<file path="src/rtl/plic_gateway.sv">
// ---------------------------------------------------------------------------
// plic_gateway
//
// Per-source interrupt gateway sitting between raw asynchronous interrupt
// pins and the PLIC priority/claim core. Each source is synchronized into
// clk_i, turned into a single pending request (level-high or rising-edge
// mode), and walked through the pending -> claimed -> completed handshake so
// that the core never sees more than one outstanding request per source.
//
// Ports:
//   clk_i       in   1        clock
//   rst_n_i     in   1        asynchronous active-low reset
//   irq_src_i   in   NUM_SRC  raw asynchronous interrupt sources
//   edge_sel_i  in   NUM_SRC  1 = rising-edge mode, 0 = level-high mode
//   claim_i     in   NUM_SRC  single-cycle claim pulse from the core
//   complete_i  in   NUM_SRC  single-cycle completion pulse from the core
//   ip_o        out  NUM_SRC  registered interrupt pending to the core
//
// Build option:
//   PLIC_GW_EDGE_CNT_EN  when defined, edges arriving while a source is
//                        pending or in service are counted in a CNT_W-bit
//                        saturating counter and each is serviced in turn.
//                        When undefined, a 1-bit hold flag remembers at most
//                        one edge seen during service.
// ---------------------------------------------------------------------------

// Per-source gateway lane.
module plic_gw_src #(
    parameter int SYNC_DEPTH = 2
`ifdef PLIC_GW_EDGE_CNT_EN
    , parameter int CNT_W    = 4
`endif
) (
    input  logic clk_i,
    input  logic rst_n_i,
    input  logic irq_i,
    input  logic edge_sel_i,
    input  logic claim_i,
    input  logic complete_i,
    output logic ip_o
);

    typedef enum logic [1:0] {
        IDLE  = 2'd0,
        PEND  = 2'd1,
        INSVC = 2'd2
    } state_e;

    state_e                state_q, state_n;
    logic [SYNC_DEPTH-1:0] sync_q;
    logic                  s_d_q;
    logic                  s;
    logic                  edge_evt;
    logic                  lvl_req;
    logic                  backlog;
    logic                  ip_q;

    assign s        = sync_q[SYNC_DEPTH-1];
    // s_d resets to 0, so a source held high across reset release still
    // yields one edge event.
    assign edge_evt = edge_sel_i & s & ~s_d_q;
    assign lvl_req  = ~edge_sel_i & s;

    always_ff @(posedge clk_i or negedge rst_n_i) begin
        if (!rst_n_i) begin
            sync_q <= '0;
            s_d_q  <= 1'b0;
        end else begin
            sync_q <= {sync_q[SYNC_DEPTH-2:0], irq_i};
            s_d_q  <= s;
        end
    end

`ifdef PLIC_GW_EDGE_CNT_EN
    localparam logic [CNT_W-1:0] CNT_MAX = '1;

    logic [CNT_W-1:0] cnt_q, cnt_n;
    logic [CNT_W-1:0] cnt_inc;

    assign cnt_inc = (cnt_q == CNT_MAX) ? cnt_q : cnt_q + CNT_W'(1);
    // Gated by mode so a stale count cannot leak into a level-mode complete.
    assign backlog = edge_sel_i & ((cnt_q != '0) | edge_evt);

    always_comb begin
        cnt_n = cnt_q;
        if (state_q == PEND && edge_evt) begin
            cnt_n = cnt_inc;
        end else if (state_q == INSVC) begin
            if (complete_i) begin
                // One stored/arriving edge is consumed by the re-pend; the
                // true result is always in range, so modular math is exact.
                if (backlog) cnt_n = cnt_q + CNT_W'(edge_evt) - CNT_W'(1);
            end else if (edge_evt) begin
                cnt_n = cnt_inc;
            end
        end
        if (!edge_sel_i) cnt_n = '0;
    end

    always_ff @(posedge clk_i or negedge rst_n_i) begin
        if (!rst_n_i) cnt_q <= '0;
        else          cnt_q <= cnt_n;
    end
`else
    logic hold_q, hold_n;

    assign backlog = edge_sel_i & (hold_q | edge_evt);

    always_comb begin
        hold_n = hold_q;
        // Edges while PEND are merged into the outstanding request.
        if (state_q == INSVC) begin
            if (complete_i)    hold_n = 1'b0;
            else if (edge_evt) hold_n = 1'b1;
        end
        if (!edge_sel_i) hold_n = 1'b0;
    end

    always_ff @(posedge clk_i or negedge rst_n_i) begin
        if (!rst_n_i) hold_q <= 1'b0;
        else          hold_q <= hold_n;
    end
`endif

    always_comb begin
        state_n = state_q;
        case (state_q)
            IDLE:    if (lvl_req | edge_evt) state_n = PEND;
            PEND:    if (claim_i)            state_n = INSVC;
            INSVC:   if (complete_i)         state_n = backlog ? PEND : IDLE;
            default:                         state_n = IDLE;
        endcase
    end

    // ip is registered off the next state so it moves on the same edge.
    always_ff @(posedge clk_i or negedge rst_n_i) begin
        if (!rst_n_i) begin
            state_q <= IDLE;
            ip_q    <= 1'b0;
        end else begin
            state_q <= state_n;
            ip_q    <= (state_n == PEND);
        end
    end

    assign ip_o = ip_q;

endmodule

module plic_gateway #(
    parameter int NUM_SRC    = 8,
    parameter int SYNC_DEPTH = 2,
    parameter int CNT_W      = 4
) (
    input  logic               clk_i,
    input  logic               rst_n_i,
    input  logic [NUM_SRC-1:0] irq_src_i,
    input  logic [NUM_SRC-1:0] edge_sel_i,
    input  logic [NUM_SRC-1:0] claim_i,
    input  logic [NUM_SRC-1:0] complete_i,
    output logic [NUM_SRC-1:0] ip_o
);

    if (NUM_SRC < 1 || SYNC_DEPTH < 2 || CNT_W < 1) begin : g_param_err
        $error("plic_gateway: NUM_SRC>=1, SYNC_DEPTH>=2, CNT_W>=1 required");
    end

    for (genvar i = 0; i < NUM_SRC; i++) begin : g_src
        plic_gw_src #(
            .SYNC_DEPTH (SYNC_DEPTH)
`ifdef PLIC_GW_EDGE_CNT_EN
            , .CNT_W    (CNT_W)
`endif
        ) u_src (
            .clk_i      (clk_i),
            .rst_n_i    (rst_n_i),
            .irq_i      (irq_src_i[i]),
            .edge_sel_i (edge_sel_i[i]),
            .claim_i    (claim_i[i]),
            .complete_i (complete_i[i]),
            .ip_o       (ip_o[i])
        );
    end

endmodule

</file>
<file path="config.mk">
export PLATFORM = sky130hd
export DESIGN_NAME = plic_gateway
export DESIGN_NICKNAME = d
export VERILOG_FILES = /design/src/rtl/plic_gateway.sv
export SDC_FILE = /design/constraint.sdc
export NUM_CORES = 1
export LEC_CHECK = 0
export ABC_AREA = 0
export CORE_MARGIN = 2
export CORE_UTILIZATION = 45
export CTS_BUF_LIST = sky130_fd_sc_hd__clkbuf_16
export CTS_CLUSTER_DIAMETER = 120
export DETAILED_ROUTE_END_ITERATION = 10
export PLACE_DENSITY_LB_ADDON = 0.05
export SLEW_MARGIN = 10
export SYNTH_ARGS = -nofsm -noshare
export SYNTH_HDL_FRONTEND = slang
export SYNTH_SLANG_ARGS = --single-unit
</file>
<file path="constraint.sdc">
create_clock -name clk_i -period 1 [get_ports clk_i]
set_input_delay 0.25 -clock clk_i [delete_from_list [all_inputs] [get_ports clk_i]]
set_output_delay 0.25 -clock clk_i [all_outputs]
set_load 0.02 [all_outputs]
</file>
==> metrics <==
DR pass1 iterations 4; ys flop type dfrtp_1; Longest Clk Path Bufs 2; Placement Cell Area 2710 µm²; met3 WL post-DR 179 µm; CORE AREA 4660 µm²; post-route minimum period 1.06 ns; area grow syn2layout 44.6%; root buffer cell clkbuf_16; Pwr Density 2360 nW/µm²; Setup violations, final 11; Initial Util 46.0%; Leak 0.00133 µW; CP Max Fanout 1; Avg Inst Size Synth 11.7 µm²; Final Hold Viols 0; measured slew at the worst slew-check pin 0.289 ns; Adder-Cell Fraction of Synth Area 0%; Met2 Wirelength 2380 µm; crit-path cells buf_6; Vias/cell 5.32; CP delay by family, top flip-flops; WL met1 1670 µm; post-synth top area share 65.3%; Synth top cells by count 56 x dfrtp_1, 21 x nand2_1, 20 x nor2b_1; Highest Signal Layer met4; width of the chip 73.0 µm; cell accounting for the most synthesized area dfrtp_1; Residual DRC 0; Compound-Gate Fraction of Synth Area 14.3%; clock tree sinks 56; Yosys reg bits 56; largest family of logic cells by synthesized area simple AND/OR/NAND/NOR gates; Critical Path Start Type register; clock slew at reported path FFs 0.07 ns; die height 73.0 µm; FP Rows 25; worst path bufs/invs 1; Setup WS post-layout -0.0597 ns; crit path DAT 0.81 ns; Async S/R FF share, synth 100%; first-pass GRT wire length 6900 µm; xor/xnor share of the synthesized area 0%; max_cap viols 0; CTS buffer count 5; Final Skew 0.00173 ns; Port Buffers 41; YS warnings 0; Ports 42; Vias 1,602; post-route clock period utilization 106%; share of layout cells above drive strength 1 33.2%; wire length per cell 14.4 µm; RD Place Congestion 0.811; CP required 0.75 ns; post-layout util 66.6%; GRT Util Overall 17.0%; vias in the first global route 1,630; full die area 5330 µm²; Synth cell types 16; Post-Syn Area 2140 µm²; grt total ovfl 0; post-synthesis sequential area ratio 65.3%; worst skew pair latency 0.28 ns; Worst VDD drop 1.17 mV; post-route insts no fill 301; pin count of the biggest net entering global routing 57; count leader, synth dfrtp_1; H-Tree Depth 2; Worst Hold Class input port to register; Crit Path Class register to output pin; Syn Inst Count 184; Setup crit end kind output pin; initial antenna violation count 0; Final Instance Area 3100 µm²; Slew Viols, Final 0; DRT antenna net count 0; RSZ-0062 raised after global routing yes; Crit path largest cell delay 0.39 ns; Iteration-0 DRC Markers 115; failing checks negative setup slack; outcome finished with violations; post-synthesis mux area share 0%; fin nets 281; max frequency 944 MHz; CP max-delay cell dfrtp_1; detailed placement HPWL 2890 µm; Mapped Nets 218; # diodes 0; max_slew headroom 80.7%; Post-Route WL 4320 µm; # placed instances 290; CTS tree done; Worst Hold Slack 0.303 ns; dominant cells by area after synthesis dfrtp_1 65%, nor2b_1 5.8%, nand2_1 3.7%, o21ai_0 3.3%, o32ai_1 3.3%; Synth Area in Simple Gates 14.8%; number of synthesized flops with an enable pin 0
==> state kept, by name, indices dropped and copies added, names as in the netlist <==
signal / count
g_src.u_src.hold_q: 8
g_src.u_src.ip_o: 8
g_src.u_src.s_d_q: 8
g_src.u_src.state_q: 16
g_src.u_src.sync_q: 16
==> cell families (layout without fill, tap and decap cells) <==
| logic type | count (synthesis) | after routing |
|---|---|---|
| AO/OA/AOI/OAI | 48 | 48 |
| buffers and inverters | 24 | 87 |
| flip-flops | 56 | 56 |
| AND/OR/NAND/NOR | 56 | 56 |
==> cells in the final DEF (no fill, tap or decap) <==
| cell | instances |
|---|---|
| dfrtp_1 | 54 |
| clkdlybuf4s50_1 | 30 |
| nand2_1 | 21 |
| buf_4 | 21 |
| inv_1 | 13 |
| nor2b_1 | 10 |
| o22ai_1 | 9 |
| o21ai_2 | 8 |
| buf_6 | 8 |
| o32ai_2 | 7 |
| o21ai_0 | 7 |
| nor2b_4 | 6 |
| clkbuf_16 | 5 |
| nor2b_2 | 4 |
| a31oi_1 | 4 |
| inv_2 | 4 |
| or3_4 | 4 |
| nor2_1 | 4 |
| a21oi_2 | 4 |
| o21ai_1 | 3 |
| a31oi_4 | 3 |
| nand3b_1 | 3 |
| nor3b_1 | 3 |
| dfrtp_2 | 2 |
| dlymetal6s2s_1 | 2 |
| o21ai_4 | 1 |
| o32ai_1 | 1 |
| a31oi_2 | 1 |
| nor3b_2 | 1 |
| clkinv_2 | 1 |
| dlygate4sd3_1 | 1 |
| buf_2 | 1 |
| buf_12 | 1 |
==> timing repair <==
action	4_1_cts	5_1_grt
gates cloned	0	0
endpoints found under the setup margin	27	35
resized for setup	65	34
endpoints found under the hold margin	56	0
pin swaps	5	10
hold buffers	1	0
setup buffers	3	0
==> metrics by stage <==
stage | total power (µW) | worst slack [ns] | setup TNS [ns]
floorplan | 4380 | 0.0355 | 0
global placement | 5000 | -0.255 | -7.05
detailed placement | 5150 | -0.295 | -8.09
CTS | 7060 | -0.0735 | -0.374
global route | 7740 | -0.0787 | -1.28
finish | 7330 | -0.0597 | -0.324
==> routing by layer <==
layer | vias to the layer above | GRT usage [%]
met5 | - | 0
met4 | 0 | 8.44
met3 | 14 | 4.01
met2 | 46 | 28.8
met1 | 787 | 20.0
li1 | 755 | -
==> power breakdown <==
group / internal, µW / total, µW / switching, µW / leakage, µW
sequential: 2790 / 3200 / 412 / 0.000696
combinational: 1330 / 2510 / 1180 / 0.000559
clock: 901 / 1620 / 714 / 0.0000709
==> final cells by class <==
type	instances	area, µm²
clock buffer	5	125
clock inverter	2	8.76
fill	339	1560
inverter	16	60.1
multi-input combinational	104	828
sequential	56	1400
tap	54	67.6
timing repair buffer	64	608
==> path summary, 6_finish.rpt <==
| check | depth (start not counted) | endpoint | slack, ns | from |
|---|---|---|---|---|
| max | 1 | ip_o[5] | -0.06 | g_src[5].u_src.ip_o$_DFF_PN0_ |
| min | 3 | g_src[3].u_src.hold_q$_DFFE_PN0P_ | 0.30 | complete_i[3] |
| max reg2reg | 3 | g_src[5].u_src.state_q[0]$_DFF_PN0_ | -0.02 | g_src[5].u_src.state_q[0]$_DFF_PN0_ |
| min reg2reg | 0 | g_src[5].u_src.sync_q[1]$_DFF_PN0_ | 0.35 | g_src[5].u_src.sync_q[0]$_DFF_PN0_ |
| max in group asynchronous | 3 | g_src[6].u_src.state_q[0]$_DFF_PN0_ | 0.25 | rst_n_i |
| min in group asynchronous | 3 | g_src[0].u_src.state_q[1]$_DFF_PN0_ | 0.49 | rst_n_i |
No activity file was read; power rests on OpenSTA's default activity.
